===== src/rtl/memory_access_unit_pkg.sv =====
// rtl/memory_access_unit_pkg.sv - shared encodings and helpers for the load/store unit
package memory_access_unit_pkg;

  typedef enum logic [2:0] {
    MEM_B  = 3'b000,
    MEM_H  = 3'b001,
    MEM_W  = 3'b010,
    MEM_D  = 3'b011,
    MEM_BU = 3'b100,
    MEM_HU = 3'b101,
    MEM_WU = 3'b110
  } mem_sel_e;

  typedef enum logic [2:0] {
    ST_IDLE   = 3'd0,
    ST_ISSUE  = 3'd1,
    ST_WAIT_R = 3'd2,
    ST_RESP   = 3'd3,
    ST_FAULT  = 3'd4
  } lsu_state_e;

  function automatic logic [3:0] sel_size(input logic [2:0] sel);
    case (sel[1:0])
      2'b00:   return 4'd1;
      2'b01:   return 4'd2;
      2'b10:   return 4'd4;
      default: return 4'd8;
    endcase
  endfunction

  function automatic logic sel_legal(input logic [2:0] sel, input int data_w);
    case (sel)
      MEM_B, MEM_H, MEM_W, MEM_BU, MEM_HU: return 1'b1;
      MEM_D, MEM_WU:                       return (data_w == 64);
      default:                             return 1'b0;
    endcase
  endfunction

endpackage


===== src/rtl/memory_access_unit_lane.sv =====
// rtl/memory_access_unit_lane.sv - byte strobes, store lane shift and load extract/extend
module memory_access_unit_lane
  import memory_access_unit_pkg::*;
#(
  parameter int DATA_W = 32
) (
  input  logic                          beat,
  input  logic [$clog2(DATA_W/8)-1:0]   offset,
  input  logic [2:0]                    sel,
  input  logic [DATA_W-1:0]             wdata,
  input  logic [2*DATA_W-1:0]           line,
  output logic [DATA_W/8-1:0]           strobe,
  output logic [DATA_W-1:0]             lane_wdata,
  output logic [DATA_W-1:0]             rdata
);

  localparam int NB = DATA_W / 8;
  localparam logic [2*NB-1:0] ONE_M = 1;

  logic [2*NB-1:0]     mask_w;
  logic [2*DATA_W-1:0] wdata_w;
  logic [DATA_W-1:0]   raw;

  // Work on a double-width window: the low half is beat 0, the high half beat 1.
  always_comb begin
    mask_w     = ((ONE_M << sel_size(sel)) - ONE_M) << offset;
    wdata_w    = {{DATA_W{1'b0}}, wdata} << {offset, 3'b000};
    strobe     = beat ? mask_w[2*NB-1:NB] : mask_w[NB-1:0];
    lane_wdata = beat ? wdata_w[2*DATA_W-1:DATA_W] : wdata_w[DATA_W-1:0];
    raw        = DATA_W'(line >> {offset, 3'b000});
    case (sel)
      MEM_B:   rdata = DATA_W'($signed(raw[7:0]));
      MEM_BU:  rdata = DATA_W'(raw[7:0]);
      MEM_H:   rdata = DATA_W'($signed(raw[15:0]));
      MEM_HU:  rdata = DATA_W'(raw[15:0]);
      MEM_W:   rdata = DATA_W'($signed(raw[31:0]));
      MEM_WU:  rdata = DATA_W'(raw[31:0]);
      default: rdata = raw;
    endcase
  end

endmodule


===== src/rtl/memory_access_unit_lsu.sv =====
// rtl/memory_access_unit_lsu.sv - single-outstanding load/store unit with split misaligned beats
module memory_access_unit_lsu
  import memory_access_unit_pkg::*;
#(
  parameter int DATA_W         = 32,
  parameter int ADDR_W         = 32,
  parameter bit MISALIGN_SPLIT = 1'b1
) (
  input  logic                clk,
  input  logic                rst_n,
  input  logic                req_valid,
  output logic                req_ready,
  input  logic                req_we,
  input  logic [2:0]          mem_sel,
  input  logic [ADDR_W-1:0]   mem_addr,
  input  logic [DATA_W-1:0]   mem_wdata,
  output logic                rsp_valid,
  output logic                rsp_err,
  output logic [DATA_W-1:0]   mem_rdata,
  output logic                bus_req,
  input  logic                bus_gnt,
  output logic                bus_re,
  output logic [DATA_W/8-1:0] bus_we,
  output logic [ADDR_W-1:0]   bus_addr,
  output logic [DATA_W-1:0]   bus_wdata,
  input  logic                bus_rvalid,
  input  logic [DATA_W-1:0]   bus_rdata,
  input  logic                bus_err
);

  localparam int NB    = DATA_W / 8;
  localparam int OFF_W = $clog2(NB);

  lsu_state_e          state_q, state_d;
  logic                beat_q, beat_d;
  logic                we_q, we_d;
  logic                cross_q, cross_d;
  logic                err_q, err_d;
  logic [2:0]          sel_q, sel_d;
  logic [ADDR_W-1:0]   addr_q, addr_d;
  logic [DATA_W-1:0]   wdata_q, wdata_d;
  logic [2*DATA_W-1:0] line_q, line_d;

  logic                in_legal, in_cross;
  logic [NB-1:0]       lane_strobe;
  logic [DATA_W-1:0]   lane_wdata, lane_rdata;
  logic [ADDR_W-1:0]   base_addr;

  assign in_legal  = sel_legal(mem_sel, DATA_W);
  assign in_cross  = (int'(mem_addr[OFF_W-1:0]) + int'(sel_size(mem_sel))) > NB;
  assign base_addr = addr_q & ~ADDR_W'(NB - 1);

  memory_access_unit_lane #(.DATA_W(DATA_W)) u_lane (
    .beat       (beat_q),
    .offset     (addr_q[OFF_W-1:0]),
    .sel        (sel_q),
    .wdata      (wdata_q),
    .line       (line_q),
    .strobe     (lane_strobe),
    .lane_wdata (lane_wdata),
    .rdata      (lane_rdata)
  );

  always_ff @(posedge clk or negedge rst_n) begin
    if (!rst_n) begin
      state_q <= ST_IDLE;
      beat_q  <= 1'b0;
      we_q    <= 1'b0;
      cross_q <= 1'b0;
      err_q   <= 1'b0;
      sel_q   <= 3'b000;
      addr_q  <= '0;
      wdata_q <= '0;
      line_q  <= '0;
    end else begin
      state_q <= state_d;
      beat_q  <= beat_d;
      we_q    <= we_d;
      cross_q <= cross_d;
      err_q   <= err_d;
      sel_q   <= sel_d;
      addr_q  <= addr_d;
      wdata_q <= wdata_d;
      line_q  <= line_d;
    end
  end

  always_comb begin
    state_d = state_q;
    beat_d  = beat_q;
    we_d    = we_q;
    cross_d = cross_q;
    err_d   = err_q;
    sel_d   = sel_q;
    addr_d  = addr_q;
    wdata_d = wdata_q;
    line_d  = line_q;
    case (state_q)
      ST_IDLE: begin
        if (req_valid) begin
          we_d    = req_we;
          sel_d   = mem_sel;
          addr_d  = mem_addr;
          wdata_d = mem_wdata;
          cross_d = in_cross;
          beat_d  = 1'b0;
          err_d   = 1'b0;
          line_d  = '0;
          if (!in_legal || (in_cross && !MISALIGN_SPLIT)) state_d = ST_FAULT;
          else                                            state_d = ST_ISSUE;
        end
      end
      ST_ISSUE: begin
        if (bus_gnt) begin
          if (!we_q) begin
            state_d = ST_WAIT_R;
          end else if (bus_err) begin
            err_d   = 1'b1;
            state_d = ST_RESP;
          end else if (cross_q && !beat_q) begin
            beat_d  = 1'b1;
          end else begin
            state_d = ST_RESP;
          end
        end
      end
      ST_WAIT_R: begin
        if (bus_rvalid) begin
          if (beat_q) line_d[2*DATA_W-1:DATA_W] = bus_rdata;
          else        line_d[DATA_W-1:0]        = bus_rdata;
          if (bus_err) begin
            err_d   = 1'b1;
            state_d = ST_RESP;
          end else if (cross_q && !beat_q) begin
            beat_d  = 1'b1;
            state_d = ST_ISSUE;
          end else begin
            state_d = ST_RESP;
          end
        end
      end
      ST_RESP, ST_FAULT: state_d = ST_IDLE;
      default:           state_d = ST_IDLE;
    endcase
  end

  // Bus fields are forced to zero outside ISSUE so idle and reset look identical.
  always_comb begin
    req_ready = 1'b0;
    bus_req   = 1'b0;
    bus_re    = 1'b0;
    bus_we    = '0;
    bus_addr  = '0;
    bus_wdata = '0;
    rsp_valid = 1'b0;
    rsp_err   = 1'b0;
    mem_rdata = '0;
    case (state_q)
      ST_IDLE: req_ready = 1'b1;
      ST_ISSUE: begin
        bus_req  = 1'b1;
        bus_re   = !we_q;
        bus_addr = base_addr + (beat_q ? ADDR_W'(NB) : '0);
        if (we_q) begin
          bus_we    = lane_strobe;
          bus_wdata = lane_wdata;
        end
      end
      ST_RESP: begin
        rsp_valid = 1'b1;
        rsp_err   = err_q;
        if (!we_q && !err_q) mem_rdata = lane_rdata;
      end
      ST_FAULT: begin
        rsp_valid = 1'b1;
        rsp_err   = 1'b1;
      end
      default: ;
    endcase
  end

endmodule


===== config.mk =====
export PLATFORM = sky130hd
export DESIGN_NAME = memory_access_unit_lsu
export DESIGN_NICKNAME = d
export VERILOG_FILES = /design/src/rtl/memory_access_unit_pkg.sv /design/src/rtl/memory_access_unit_lane.sv /design/src/rtl/memory_access_unit_lsu.sv
export SDC_FILE = /design/constraint.sdc
export NUM_CORES = 1
export LEC_CHECK = 0
export CAP_MARGIN = 20
export CORE_MARGIN = 5
export CORE_UTILIZATION = 40
export CTS_CLUSTER_SIZE = 20
export DETAILED_ROUTE_END_ITERATION = 6
export PLACE_DENSITY = 0.68
export SKIP_CTS_REPAIR_TIMING = 1
export SYNTH_ARGS = -nofsm -noshare
export SYNTH_HDL_FRONTEND = slang
export SYNTH_SLANG_ARGS = --single-unit

===== constraint.sdc =====
create_clock -name clk -period 2.2 [get_ports clk]
set_input_delay 0.22 -clock clk [delete_from_list [all_inputs] [get_ports clk]]
set_output_delay 0.22 -clock clk [all_outputs]
set_load 0.01 [all_outputs]

==> out/metrics.cfg, run 1 <==
[synthesis]
seq_area_frac_synth=0.405
synth-edff-count=0
synth-main-ff-cell=dfrtp_1
avgSynthCellArea_um2=9.46
synth-seq-cells=130
ys_types=57
async_flop_share=1.00
synth_area_mm2=0.00804
netlist_instances=850
ys_warn_count=0

[clock_network]
max-clock-path-buffers=2
cts_tree=yes
clk_pin_slew_ns=0.06
htreeDepth=4
root_buffer=clkbuf_16
clock_sinks=130
cts_buffers=17
clk_latency_ns=0.43

[min_path]
hold_path.class=in -> reg

[run_status]
outcome=finished with violations
violations=setup timing

[timing]
holdWs_ns=0.344
rsz0062_at_grt=yes
skew_ns=0.0122
setup_ws_ns=-0.349
relSlewSlack=0.587
slew_viol_final=0
fmax_mhz=392
finalHoldViolations=0
worst_slew_pin_slew_ns=0.619
setup_violations=76
min_period_ns=2.55
fin_crit_sh=1.16

[routing]
vias=7905
vias_per_cell=5.45
drtAntennaViolNets=0
drt_iter0_drc=487
first_pass_iters=5
drc=0
wl_um=28100
routedWlPerCell_um=19.4

[grt]
grt_max_degree=60
grt_pass1_vias=7533
grt_pass1_wl_um=40700
grt-ovfl-total=0
grtUsageTotal=0.227
antenna_found_initial=3

[placed_design]
place.gp.congestion=0.849
placement.io_buffers=208
place_ws_ns=-0.319
place_hpwl_um=18900

[critical_path]
critPathArrivalTime_ns=2.33
worstSetupStartpointType=register
rrSetupSlack_ns=0.19
crit_fanout=7
path_class=reg -> out
setup.worst_path.end_class=primary output
required_ns=1.98

[floorplan]
core_mm2=0.0197
die_y_um=152
rows=51
ioPinCount=211
initial_utilization=0.409
die_width_um=152
design.die.area_mm2=0.0230

[final_layout]
drive_gt1_frac=0.411
final_nets=1282
syn_to_final_growth_pct=55.6

[pwr]
vdd_drop_max_v=0.000658
powerDensity_mw_per_mm2=1350
p_leak_nw=5.60

[run]
cap_viol_max_count=0

## cell families after synthesis
kind of cell / after synthesis / share of synthesized area
muxes: 121 / 0.207
AOI/OAI and AO/OA: 197 / 0.144
other: 1 / 0.000466
xor gates and xnor gates: 11 / 0.0120
buffers and inverters: 91 / 0.0484
DFF: 130 / 0.405
adders and majority gates: 5 / 0.00872
and+or+nand+nor: 294 / 0.175
## synth_stat cells (2+ instances only)
library cell,count,area (um^2)
nand2_1,144,541
o21ai_2,10,87.6
xor2_1,4,35.0
ha_1,4,50.1
and4_1,3,26.3
o31ai_1,9,67.6
dfrtp_1,130,3250
nand2b_1,7,43.8
o22ai_1,9,56.3
buf_4,4,30.0
mux4_2,29,653
clkbuf_1,34,128
nand3_1,13,65.1
and2_1,20,125
or3_1,9,56.3
nor2_1,41,154
nor2b_1,3,18.8
nand4_1,12,75.1
or2_2,2,12.5
o211ai_1,7,52.6
a211oi_1,8,60.1
buf_1,4,15.0
nand3b_1,3,22.5
inv_1,27,101
o21ai_0,85,425
mux2i_1,23,230
xnor2_1,7,61.3
mux2_2,69,777
and3_1,12,75.1
buf_2,20,100
nor3_1,7,35.0
o311ai_0,2,17.5
or4_1,9,67.6
a221oi_1,2,17.5
a2bb2oi_1,7,61.3
a21oi_1,50,250
## sequential cells by signal (all words and copies together), names as in the netlist, 3 cells and up
name / flops
line_q: 56
sel_q: 3
wdata_q: 32
state_q: 3
addr_q: 32
## routing by layer
layer	vias up	part of all wire	GRT usage
met5	-	0.00096	0
met4	4	0.017	0.0544
met3	41	0.086	0.0648
met2	325	0.48	0.372
met1	3851	0.41	0.300
li1	3684	-	-
## through the flow
step	power [mW]	utilization	cells	cell area, um^2	setup TNS [ns]
4_1_cts	15.7	0.601	1412	11800	-57.16
5_1_grt	17.9	0.637	1450	12500	-17.84
2_1_floorplan	9.02	-	851	8040	0
3_3_place_gp	12.4	0.569	1380	11200	-11.36
6_report	16.9	0.637	1450	12500	-11.85
3_5_place_dp	12.5	0.569	1380	11200	-12.90
## report_power, final
| group | internal [mW] | switching [mW] | total, mW | leakage [nW] |
|---|---|---|---|---|
| sequential | 3.48 | 0.944 | 4.42 | 1.64 |
| combinational | 4.76 | 4.65 | 9.41 | 3.65 |
| clock | 1.93 | 1.12 | 3.04 | 0.303 |
| total | 10.2 | 6.71 | 16.9 | 5.60 |
## cells in the final DEF (no fill, tap or decap), drive strengths merged, types with 8 or more instances in the layout
master         count
a211oi             8
a21oi             50
and2              20
and3              12
buf              218
clkbuf            44
clkdlybuf4s50    104
dfrtp            130
dlymetal6s2s      16
inv               28
mux2              69
mux2i             23
mux4              29
nand2            145
nand3             13
nand4             13
nor2              41
nor3               8
o21ai             96
o22ai              9
o31ai              9
or3                9
or4                9
## final timing paths
check,start,endpoint,depth (start not counted)
max in group asynchronous,rst_n,line_q[0]$_DFFE_PN0P_,3
min in group asynchronous,rst_n,addr_q[16]$_DFFE_PN0P_,2
worst max-delay path,addr_q[0]$_DFFE_PN0P_,mem_rdata[23],7
worst max register to register,state_q[0]$_DFFE_PN0P_,addr_q[24]$_DFFE_PN0P_,6
worst min-delay path,bus_rdata[31],line_q[31]$_DFFE_PN0P_,3
worst min register to register,line_q[5]$_DFFE_PN0P_,line_q[5]$_DFFE_PN0P_,2
## critical path, stage by stage, from the launching register on
cell	delay, ns
dfrtp_4	0.56
mux2_4	0.25
mux2i_4	0.07
a2111o_1	0.55
buf_6	0.17
buf_6	0.11
o21ai_4	0.06
buf_6	0.12
## area by class of cell
class	count	area (um^2)
Antenna cell	1	2.50
Timing Repair Buffer	364	3240
Inverter	28	108
Tap cell	265	332
Sequential cell	130	3260
Clock inverter	13	185
Fill cell	1670	7140
Clock buffer	19	443
Multi-Input combinational cell	630	4940
Power figures use the tool's default switching activity.
==> run 2, diff against run 1 <==
--- a/config.mk
+++ b/config.mk
@@ -6,7 +6,7 @@
 export NUM_CORES = 1
 export LEC_CHECK = 0
 export CAP_MARGIN = 20
-export CORE_MARGIN = 5
+export CORE_MARGIN = 4
 export CORE_UTILIZATION = 40
 export CTS_CLUSTER_SIZE = 20
 export DETAILED_ROUTE_END_ITERATION = 6
==> run 2 against run 1 <==
Compared with the run above:
- the flow still finishes with violations (setup timing)
- final area down 1.1%
- core utilization down 0.50 points
- register-to-register slack about the same
- via count up 0.29%
- sequential share of layout area up 0.28 points
- first-iteration DRC count down 17%
- highest routed layer unchanged
==> out/metrics.cfg, run 2 (same netlist as run 1, synthesis figures left out) <==
[run_status]
outcome=finished with violations  ; unchanged
violations=setup timing  ; unchanged

[clock_network]
clock_sinks=130  ; unchanged
cts_buffers=17  ; unchanged
clk_pin_slew_ns=0.06  ; about the same
clk_latency_ns=0.42  ; was 0.43 ns
cts_tree=yes  ; unchanged
htreeDepth=4  ; unchanged
root_buffer=clkbuf_16  ; unchanged
max-clock-path-buffers=2  ; unchanged

[final_layout]
final_cell_mix=nand2_1 (141), dfrtp_1 (128), buf_4 (108)  ; was nand2_1 (138), dfrtp_1 (127), buf_4 (116)
layoutNonFillerInstCount=1431  ; was 1450
largest_reg_flops=56  ; unchanged
reg_top3=line_q x56, addr_q x32, wdata_q x32  ; unchanged
n_antenna_cell=0  ; was 1
drive_gt1_frac=0.411  ; about the same
fill_cells=1592  ; was 1670
syn_to_final_growth_pct=53.9  ; was 55.6%
final_common_cell=nand2_1  ; unchanged
final_nets=1266  ; was 1282
regMostFlops=line_q  ; unchanged

[pwr]
p_leak_nw=5.53  ; was 5.60 nW
powerDensity_mw_per_mm2=1360  ; was 1350 mW/mm^2
vdd_drop_max_v=0.000598  ; was 0.000658 V
p_total_mw=16.8  ; was 16.9 mW

[timing]
slew_viol_final=0  ; unchanged
setup_violations=75  ; was 76
fmax_mhz=396  ; was 392 MHz
relSlewSlack=0.583  ; was 0.587
worst_slew_pin_slew_ns=0.625  ; was 0.619 ns
skew_ns=0.00761  ; was 0.0122 ns
finalHoldViolations=0  ; unchanged
rsz0062_at_grt=yes  ; unchanged
holdWs_ns=0.336  ; was 0.344 ns
setup_ws_ns=-0.324  ; was -0.349 ns
fin_crit_sh=1.15  ; was 1.16
min_period_ns=2.52  ; was 2.55 ns

[critical_path]
worstSetupStartpointType=register  ; unchanged
required_ns=1.98  ; about the same
timing.rr.end=addr_q[10]$_DFFE_PN0P_  ; was addr_q[24]$_DFFE_PN0P_
path_class=reg -> out  ; unchanged
cpMaxStageDelayCell=or4_1  ; was dfrtp_4
path_cells=ha_2 > ha_4 > and2_4 > buf_6 > nand4_1 > or4_1 > a21oi_2 > buf_2  ; was mux2_4 > mux2i_4 > a2111o_1 > buf_6 > buf_6 > o21ai_4 > buf_6
rrSetupSlack_ns=0.19  ; about the same
cp_num_buf_inv=2  ; was 3
crit_fanout=3  ; was 7
critical-path-top-delay-family=simple AND/OR/NAND/NOR gates  ; was compound AO/OA/AOI/OAI gates
reg2regPathDepth=6  ; unchanged
setup.worst_path.end_class=primary output  ; unchanged
cpPeakStageDelay_ns=0.54  ; was 0.56 ns
critPathArrivalTime_ns=2.30  ; was 2.33 ns
rr_startpoint=state_q[1]$_DFFE_PN0P_  ; was state_q[0]$_DFFE_PN0P_

[min_path]
hold_path.class=in -> async  ; was in -> reg

[floorplan]
initial_utilization=0.410  ; was 0.409
die_y_um=150  ; was 152 um
design.die.area_mm2=0.0224  ; was 0.0230 mm^2
ioPinCount=211  ; unchanged
core_mm2=0.0196  ; was 0.0197 mm^2
rows=51  ; unchanged
die_width_um=150  ; was 152 um

[grt]
grt-busiest-layer=met2  ; unchanged
grt_pass1_wl_um=39800  ; was 40700 um
grt_pass1_vias=7480  ; was 7533
grt_max_degree=65  ; was 60
grtUsageTotal=0.225  ; was 0.227
grt-ovfl-total=0  ; unchanged
grtUsageMet2=0.370  ; was 0.372
met3_usage=0.0600  ; was 0.0648
antenna_found_initial=1  ; was 3
grt_util_met1=0.297  ; was 0.300

[routing]
wl_um=27800  ; was 28100 um
drc=0  ; unchanged
first_pass_iters=7  ; was 5
drtAntennaViolNets=0  ; unchanged
drt_iter0_drc=406  ; was 487
routedWlPerCell_um=19.5  ; was 19.4 um
vias_per_cell=5.54  ; was 5.45
vias=7928  ; was 7905

[placed_design]
dp.cells=1372  ; was 1380
placement.io_buffers=208  ; unchanged
place_hpwl_um=18800  ; was 18900 um
place.gp.congestion=0.903  ; was 0.849

[run]
cap_viol_max_count=0  ; unchanged

==> run 2: cell types whose count changed in the layout (fill, tap and decap cells not counted), moves of 4 or more <==
cell	change
clkbuf_2	-12
mux2_2	-5
o21ai_2	+4
a21oi_1	-4
clkbuf_8	+4
buf_4	-8
a2bb2oi_2	+5
buf_6	-16
mux2_4	+5
buf_2	+17
clkinv_4	-4
a2bb2oi_1	-5
o21ai_4	-4
==> run 2: stage by stage <==
step,TNS [ns],setup slack (ns),area [um^2],util
after CTS,-55.32,-0.771,11700,0.597
final,-11.13,-0.324,12400,0.632
after floorplan,0,0.0688,8040,-
after global routing,-17.24,-0.398,12400,0.632
after global placement,-11.17,-0.278,11100,0.567
after detailed placement,-12.59,-0.328,11100,0.567
==> run 2: worst max path at each step <==
stage,start,endpoint,cells after the start
after floorplan,beat_q$_DFFE_PN0P_,bus_addr[24],6
after global placement,beat_q$_DFFE_PN0P_,bus_addr[24],7
after global routing,addr_q[2]$_DFFE_PN0P_,bus_addr[28],8
after detailed placement,beat_q$_DFFE_PN0P_,bus_addr[16],8
final,addr_q[2]$_DFFE_PN0P_,bus_addr[28],8
after CTS,beat_q$_DFFE_PN0P_,bus_addr[16],8
==> run 2: where the power goes <==
part	switching (mW)	internal [mW]
clock	1.02	1.80
combinational	4.69	4.79
sequential	1.01	3.47
==> run 2: layout make-up <==
type                    instances  area, um^2  share of cell area
clock buffers                  25         505              0.0409
clock inverters                 5        75.1             0.00607
flip-flops and latches        130        3260               0.263
inverters                      28         108             0.00870
multi-input cells             630        5000               0.404
repair buffers                348        3090               0.250
well taps                     265         332              0.0268
==> run 2: routing by layer <==
layer	vias to the layer above	part of all wire	routed length, um
li1	3652	-	-
met1	3879	0.42	11600
met2	342	0.48	13500
met3	53	0.080	2230
met4	2	0.021	582
met5	-	0.00047	13
